`config.mk`:
```
export PLATFORM = sky130hd
export DESIGN_NAME = framebuffer_writer
export DESIGN_NICKNAME = d
export VERILOG_FILES = /design/src/rtl/framebuffer_writer_pkg.sv /design/src/rtl/framebuffer_writer_timeout.sv /design/src/rtl/framebuffer_writer.sv
export SDC_FILE = /design/constraint.sdc
export NUM_CORES = 1
export LEC_CHECK = 0
export ABC_AREA = 1
export CAP_MARGIN = 5
export CORE_UTILIZATION = 55
export CTS_CLUSTER_DIAMETER = 30
export DETAILED_ROUTE_END_ITERATION = 10
export GPL_TIMING_DRIVEN = 0
export PLACE_DENSITY = 0.9
export SLEW_MARGIN = 5
export SYNTH_ARGS = -nofsm -noshare
export SYNTH_HDL_FRONTEND = slang
export SYNTH_SLANG_ARGS = --single-unit
```
`constraint.sdc`:
```
create_clock -name clk_in -period 4.42 [get_ports clk_in]
set_input_delay 0.884 -clock clk_in [delete_from_list [all_inputs] [get_ports clk_in]]
set_output_delay 0.884 -clock clk_in [all_outputs]
set_load 0.005 [all_outputs]
```
`src/rtl/framebuffer_writer_pkg.sv`:
```
// Shared constants for the framebuffer write path: command bytes, FSM encodings, memory geometry.
// The CHECKSUM state exists only when FB_WRITER_CHECKSUM_EN is defined.
package framebuffer_writer_pkg;

    localparam int unsigned FB_PIXEL_COUNT = 2048;
    localparam int unsigned FB_ADDR_WIDTH  = 11;

    localparam logic [7:0] CMD_FRAME_START = 8'h01;
    localparam logic [7:0] CMD_SET_ADDR    = 8'h02;

    typedef logic [2:0] state_t;

    localparam state_t ST_IDLE     = 3'd0;
    localparam state_t ST_ADDR_HI  = 3'd1;
    localparam state_t ST_ADDR_LO  = 3'd2;
    localparam state_t ST_PIX_HI   = 3'd3;
    localparam state_t ST_PIX_LO   = 3'd4;
`ifdef FB_WRITER_CHECKSUM_EN
    localparam state_t ST_CHECKSUM = 3'd5;
`endif

endpackage

```
`src/rtl/framebuffer_writer_timeout.sv`:
```
// Idle-gap timer: counts consecutive cycles with start high and flags the cycle the count
// reaches value. Dropping start clears the count.
module framebuffer_writer_timeout #(
    parameter int unsigned WIDTH = 13
) (
    input  logic             clk_in,
    input  logic             reset,
    input  logic             start,
    input  logic [WIDTH-1:0] value,
    output logic             expired
);

    logic [WIDTH-1:0] count_q;

    // expired fires on the value-th consecutive counting cycle
    assign expired = start && (count_q == value - WIDTH'(1));

    always_ff @(posedge clk_in or posedge reset) begin
        if (reset) begin
            count_q <= '0;
        end else if (!start || expired) begin
            count_q <= '0;
        end else begin
            count_q <= count_q + WIDTH'(1);
        end
    end

endmodule

```
`src/rtl/framebuffer_writer.sv`:
```
// Decodes the UART byte stream into RGB565 framebuffer writes (full frame or addressed update).
// Optional trailing XOR checksum when FB_WRITER_CHECKSUM_EN is defined.
module framebuffer_writer
    import framebuffer_writer_pkg::*;
#(
    parameter int unsigned ADDR_WIDTH     = FB_ADDR_WIDTH,
    parameter int unsigned PIXEL_COUNT    = FB_PIXEL_COUNT,
    parameter int unsigned TIMEOUT_CYCLES = 7000,
    parameter int unsigned TIMEOUT_WIDTH  = 13
) (
    input  logic                  clk_in,
    input  logic                  reset,
    input  logic [7:0]            rx_data,
    input  logic                  rx_valid,
    output logic [ADDR_WIDTH-1:0] ram_addr,
    output logic [15:0]           ram_data,
    output logic                  ram_we,
    output logic                  busy,
    output logic                  frame_done,
    output logic                  frame_error
);

    localparam logic [ADDR_WIDTH-1:0] LAST_ADDR = ADDR_WIDTH'(PIXEL_COUNT - 1);

    state_t                state_q, state_d;
    logic [ADDR_WIDTH-1:0] addr_q, addr_d;
    logic [ADDR_WIDTH-9:0] addr_hi_q, addr_hi_d;
    logic [7:0]            pix_hi_q, pix_hi_d;
    logic [ADDR_WIDTH-1:0] ram_addr_q, ram_addr_d;
    logic [15:0]           ram_data_q, ram_data_d;
    logic                  ram_we_q, ram_we_d;
    logic                  busy_q, busy_d;
    logic                  done_q, done_d;
    logic                  error_q, error_d;
    logic                  timeout;
`ifdef FB_WRITER_CHECKSUM_EN
    logic [7:0]            xor_q, xor_d;
`endif

    framebuffer_writer_timeout #(
        .WIDTH (TIMEOUT_WIDTH)
    ) u_gap_timer (
        .clk_in  (clk_in),
        .reset   (reset),
        .start   (busy_q & ~rx_valid),
        .value   (TIMEOUT_WIDTH'(TIMEOUT_CYCLES)),
        .expired (timeout)
    );

    always_comb begin
        state_d    = state_q;
        addr_d     = addr_q;
        addr_hi_d  = addr_hi_q;
        pix_hi_d   = pix_hi_q;
        ram_addr_d = ram_addr_q;
        ram_data_d = ram_data_q;
        ram_we_d   = 1'b0;
        done_d     = 1'b0;
        error_d    = 1'b0;
`ifdef FB_WRITER_CHECKSUM_EN
        xor_d      = xor_q;
`endif

        if (rx_valid) begin
`ifdef FB_WRITER_CHECKSUM_EN
            // Command byte and the checksum byte itself stay out of the running XOR
            if (state_q != ST_IDLE && state_q != ST_CHECKSUM) begin
                xor_d = xor_q ^ rx_data;
            end
`endif
            case (state_q)
                ST_IDLE: begin
                    if (rx_data == CMD_FRAME_START) begin
                        addr_d  = '0;
                        state_d = ST_PIX_HI;
`ifdef FB_WRITER_CHECKSUM_EN
                        xor_d   = '0;
`endif
                    end else if (rx_data == CMD_SET_ADDR) begin
                        state_d = ST_ADDR_HI;
`ifdef FB_WRITER_CHECKSUM_EN
                        xor_d   = '0;
`endif
                    end
                end
                ST_ADDR_HI: begin
                    addr_hi_d = rx_data[ADDR_WIDTH-9:0];
                    state_d   = ST_ADDR_LO;
                end
                ST_ADDR_LO: begin
                    addr_d  = {addr_hi_q, rx_data};
                    state_d = ST_PIX_HI;
                end
                ST_PIX_HI: begin
                    pix_hi_d = rx_data;
                    state_d  = ST_PIX_LO;
                end
                ST_PIX_LO: begin
                    ram_we_d   = 1'b1;
                    ram_addr_d = addr_q;
                    ram_data_d = {pix_hi_q, rx_data};
                    if (addr_q == LAST_ADDR) begin
`ifdef FB_WRITER_CHECKSUM_EN
                        state_d = ST_CHECKSUM;
`else
                        done_d  = 1'b1;
                        state_d = ST_IDLE;
`endif
                    end else begin
                        addr_d  = addr_q + ADDR_WIDTH'(1);
                        state_d = ST_PIX_HI;
                    end
                end
`ifdef FB_WRITER_CHECKSUM_EN
                ST_CHECKSUM: begin
                    done_d  = (rx_data == xor_q);
                    error_d = (rx_data != xor_q);
                    state_d = ST_IDLE;
                end
`endif
                default: state_d = ST_IDLE;
            endcase
        end else if (timeout) begin
            // A half-received pixel is simply dropped; nothing is written
            error_d = 1'b1;
            state_d = ST_IDLE;
        end

        busy_d = (state_d != ST_IDLE);
    end

    always_ff @(posedge clk_in or posedge reset) begin
        if (reset) begin
            state_q    <= ST_IDLE;
            addr_q     <= '0;
            addr_hi_q  <= '0;
            pix_hi_q   <= '0;
            ram_addr_q <= '0;
            ram_data_q <= '0;
            ram_we_q   <= 1'b0;
            busy_q     <= 1'b0;
            done_q     <= 1'b0;
            error_q    <= 1'b0;
        end else begin
            state_q    <= state_d;
            addr_q     <= addr_d;
            addr_hi_q  <= addr_hi_d;
            pix_hi_q   <= pix_hi_d;
            ram_addr_q <= ram_addr_d;
            ram_data_q <= ram_data_d;
            ram_we_q   <= ram_we_d;
            busy_q     <= busy_d;
            done_q     <= done_d;
            error_q    <= error_d;
        end
    end

`ifdef FB_WRITER_CHECKSUM_EN
    always_ff @(posedge clk_in or posedge reset) begin
        if (reset) begin
            xor_q <= '0;
        end else begin
            xor_q <= xor_d;
        end
    end
`endif

    assign ram_addr    = ram_addr_q;
    assign ram_data    = ram_data_q;
    assign ram_we      = ram_we_q;
    assign busy        = busy_q;
    assign frame_done  = done_q;
    assign frame_error = error_q;

endmodule

```
==> flow_summary_export.csv <==
group,metric,value,unit
detailed_routing,wirelength,7630,um
job,max_cap_viol_count,0,
synth,synth_warnings,0,
synth,yosys.area.top_type_share,0.525,
placement,place_congestion,0.907,
detailed_routing,postRouteAntennaNets,0,
placement,dpl-instance-area,0.00379,sq mm
synth,synth-xor-area-share,0.00532,
die,design.core.area,0.00564,sq mm
clock_network,htreeDepth,3,
critical_path,crit_path_end_kind,"flop",
synth,syn_inst,394,
placement,dp_hpwl,5250,um
die,dieHeight,79.4,um
synth,synth_compound_area_frac,0.116,
layout,antenna_cells,0,
sta,min_period,2.22,ns
critical_path,cp_common_cell,"nand2_1",
synth,ys_types,29,
critical_path,worstPathRequired,4.70,ns
critical_path,cp.arrival,2.50,ns
layout,nets,459,
sta,setup_violations,0,
synth,synth_edf_count,0,
layout,drive_gt1_frac,0.135,
synth,synthMuxAreaShare,0,
critical_path,crit_family,"buffers and inverters",
critical_path,slowest_stage,"clkdlybuf4s50_1",
critical_path,critical_path.max_stage_delay,0.45,ns
placement,placedCellCount,507,
sta,fin_hold_ws,0.471,ns
sta,fin_crit_sh,0.502,
synth,synth_fa_ha_area_frac,0.00760,
die,fp-row-count,27,
detailed_routing,drt_iter0_drc,325,
synth,synth-main-ff-cell,"dfrtp_1",
clock_network,postCtsSetupRepairBufs,0,
die,ioPinCount,42,
clock_network,cts_sinks,69,
detailed_routing,post-route-drc-count,0,
pwr,p_leak,0.00193,uW
worst_hold_path,min_path_type,"flop to flop",
synth,syn_nets,407,
global_route,antenna_found_initial,0,
clock_network,clock_path_buffers,2,
layout,multiInputGateArea,0.00133,sq mm
sta,grt_setup_unrepaired,"no",
critical_path,cp_max_fo,10,
clock_network,root_buffer,"clkbuf_8",
synth,synthSimpleGateAreaFrac,0.276,
pwr,ir_worst_vdd,0.269,mV
clock_network,cts_resized,0,
global_route,grtUsageTotal,0.275,
global_route,grt_max_degree,70,
synth,synth_area,0.00329,sq mm
critical_path,critical_path.startpoint_type,"input port",
synth,synth.avg_cell_area,8.36,sq um
detailed_routing,via_per_inst,5.55,
synth,yosysTopAreaCell,"dfrtp_1",
sta,tightest_slew,0.818,ns
sta,slew_headroom,0.455,
outcome,run_status,"complete, no violations",
layout,finalInstanceArea,0.00402,sq mm
die,die_w,79.4,um
critical_path,timing.critical_path.buf_inv,3,
die,start_util,0.583,
layout,stdcell_count,523,
detailed_routing,drtPass1Iterations,6,
clock_network,cts_buffers,9,
detailed_routing,drt-wirelength-per-cell,14.6,um
layout,syn_to_final_growth,22.2,%
detailed_routing,vias,2904,
clock_network,holdBufCountCts,0,
global_route,grt_pass1_vias,2743,
clock_network,clkTransAtPathRegs,0.07,ns
synth,ys_seq_area_frac,0.525,
synth,async_flop_share,1.00,
placement,numPortBuffers,41,
sta,fmax,0.451,GHz
layout,seq_area,0.00173,sq mm
critical_path,path_class,"input port to flop",
synth,synth_common_cells,"141 x nand2_1, 69 x dfrtp_1, 34 x inv_1, 28 x nor2_1, 26 x o21ai_0",
die,fp.dieArea,0.00630,sq mm
clock_network,tritoncts,"done",
synth,post-synth-top-count-cell,"nand2_1",
pwr,powerDensity,585,mW/mm^2
global_route,grt_pass1_wl,12900,um
sta,hold_viol_final,0,
synth,ys_seq_elements,69,
sta,tns,0,ns
synth,yosys-top-cells-area,"dfrtp_1 52%, nand2_1 16%, o21ai_2 5.1%",
synth,synth_top_family_by_area,"simple AND/OR/NAND/NOR gates",
critical_path,crit_chain,"clkdlybuf4s50_1 > inv_1 > nand2_1 > nor2_1 > nand2_1 > nand2_1 > nand2_1 > nor2_4 > buf_6 > nand2_1 > nand2_1",
sta,clock_skew,0.00472,ns
clock_network,insertion_delay,0.34,ns
layout,final_util,0.713,
global_route,gr-total-overflow,0,
sta,drv_slew,0,
layout,n_fill_cell,405,
-- logic make-up (layout without fill, tap and decap cells) --
kind of cell,count (synthesis),after routing
adder cells (fa/ha/maj),2,2
AND/OR/NAND/NOR,213,213
buffers and inverters,49,106
XOR/XNOR,2,2
AO/OA/AOI/OAI,59,59
flip-flops,69,69
-- per-stage QoR --
stage / power, uW / setup slack, ns
after floorplan: 1400 / 1.80
after global routing: 2500 / 2.09
final: 2350 / 2.20
after detailed placement: 1760 / 1.87
after CTS: 2360 / 2.22
after global placement: 1720 / 0.778
-- registers in the layout (all words and copies together), names as in the netlist --
name and flops:
addr_q 11, state_q 3, u_gap_timer.count_q 13, frame_error 1
busy 1, ram_data 16, pix_hi_q 8, addr_hi_q 3
frame_done 1, ram_addr 11, ram_we 1
-- cell type report --
cell class	count	area share
plain buffers	7	0.0168
clock buffers	13	0.0395
clock inverters	3	0.0168
inverters	42	0.0417
multi-input cells	276	0.331
flip-flops and latches	69	0.429
well taps	72	0.0224
repair buffers	41	0.102
-- worst register-to-register path: stages (launching register included) --
cell,delay [ns]
dfrtp_1,0.42
ha_1,0.21
nand2_1,0.11
nor2_2,0.16
nand3_2,0.17
nand2_1,0.16
nand3_1,0.10
nand2_1,0.07
nand2_1,0.08
nor2_1,0.09
nand2_1,0.05
-- final timing paths --
path / from / endpoint / slack [ns] / cells past startpoint
setup / recovery: rx_data[2] / addr_q[9]$_DFFE_PP0P_ / 2.20 / 11
hold / removal: ram_addr[7]$_DFFE_PP0P_ / ram_addr[7]$_DFFE_PP0P_ / 0.47 / 2
setup reg to reg: addr_q[0]$_DFFE_PP0P_ / busy$_DFF_PP0_ / 2.69 / 10
hold reg to reg: ram_addr[7]$_DFFE_PP0P_ / ram_addr[7]$_DFFE_PP0P_ / 0.47 / 2
max in group asynchronous: reset / u_gap_timer.count_q[1]$_DFF_PP0_ / 2.83 / 2
min in group asynchronous: reset / ram_data[7]$_DFFE_PP0P_ / 1.05 / 2
-- placed cells by master, fill, tap and decap left out, drive strengths merged --
cell type      netlist  final
o22ai                3      3
nand3               20     20
clkdlybuf4s50        0     41
nor2                34     34
o21ai               46     46
nand3b               1      1
nand2              144    144
xor2                 2      2
dfrtp               69     69
ha                   2      2
a21oi                8      8
nor3                 9      9
bufinv               0      2
buf                  6      6
clkinvlp             0      1
or2                  2      2
nand4                3      3
clkbuf               1     14
a32oi                1      1
a211oi               1      1
inv                 42     42
-- routing by layer --
metal | track usage | part of all wire
met5 | 0 | 0
met4 | 0.135 | 0.024
met3 | 0.0621 | 0.067
met2 | 0.414 | 0.48
met1 | 0.377 | 0.43
-- power by group --
| part | switching [uW] | internal [uW] | total (uW) |
|---|---|---|---|
| Sequential | 142 | 839 | 981 |
| Combinational | 406 | 378 | 784 |
| Clock | 237 | 349 | 586 |
No activity file was read; power rests on OpenSTA's default activity.
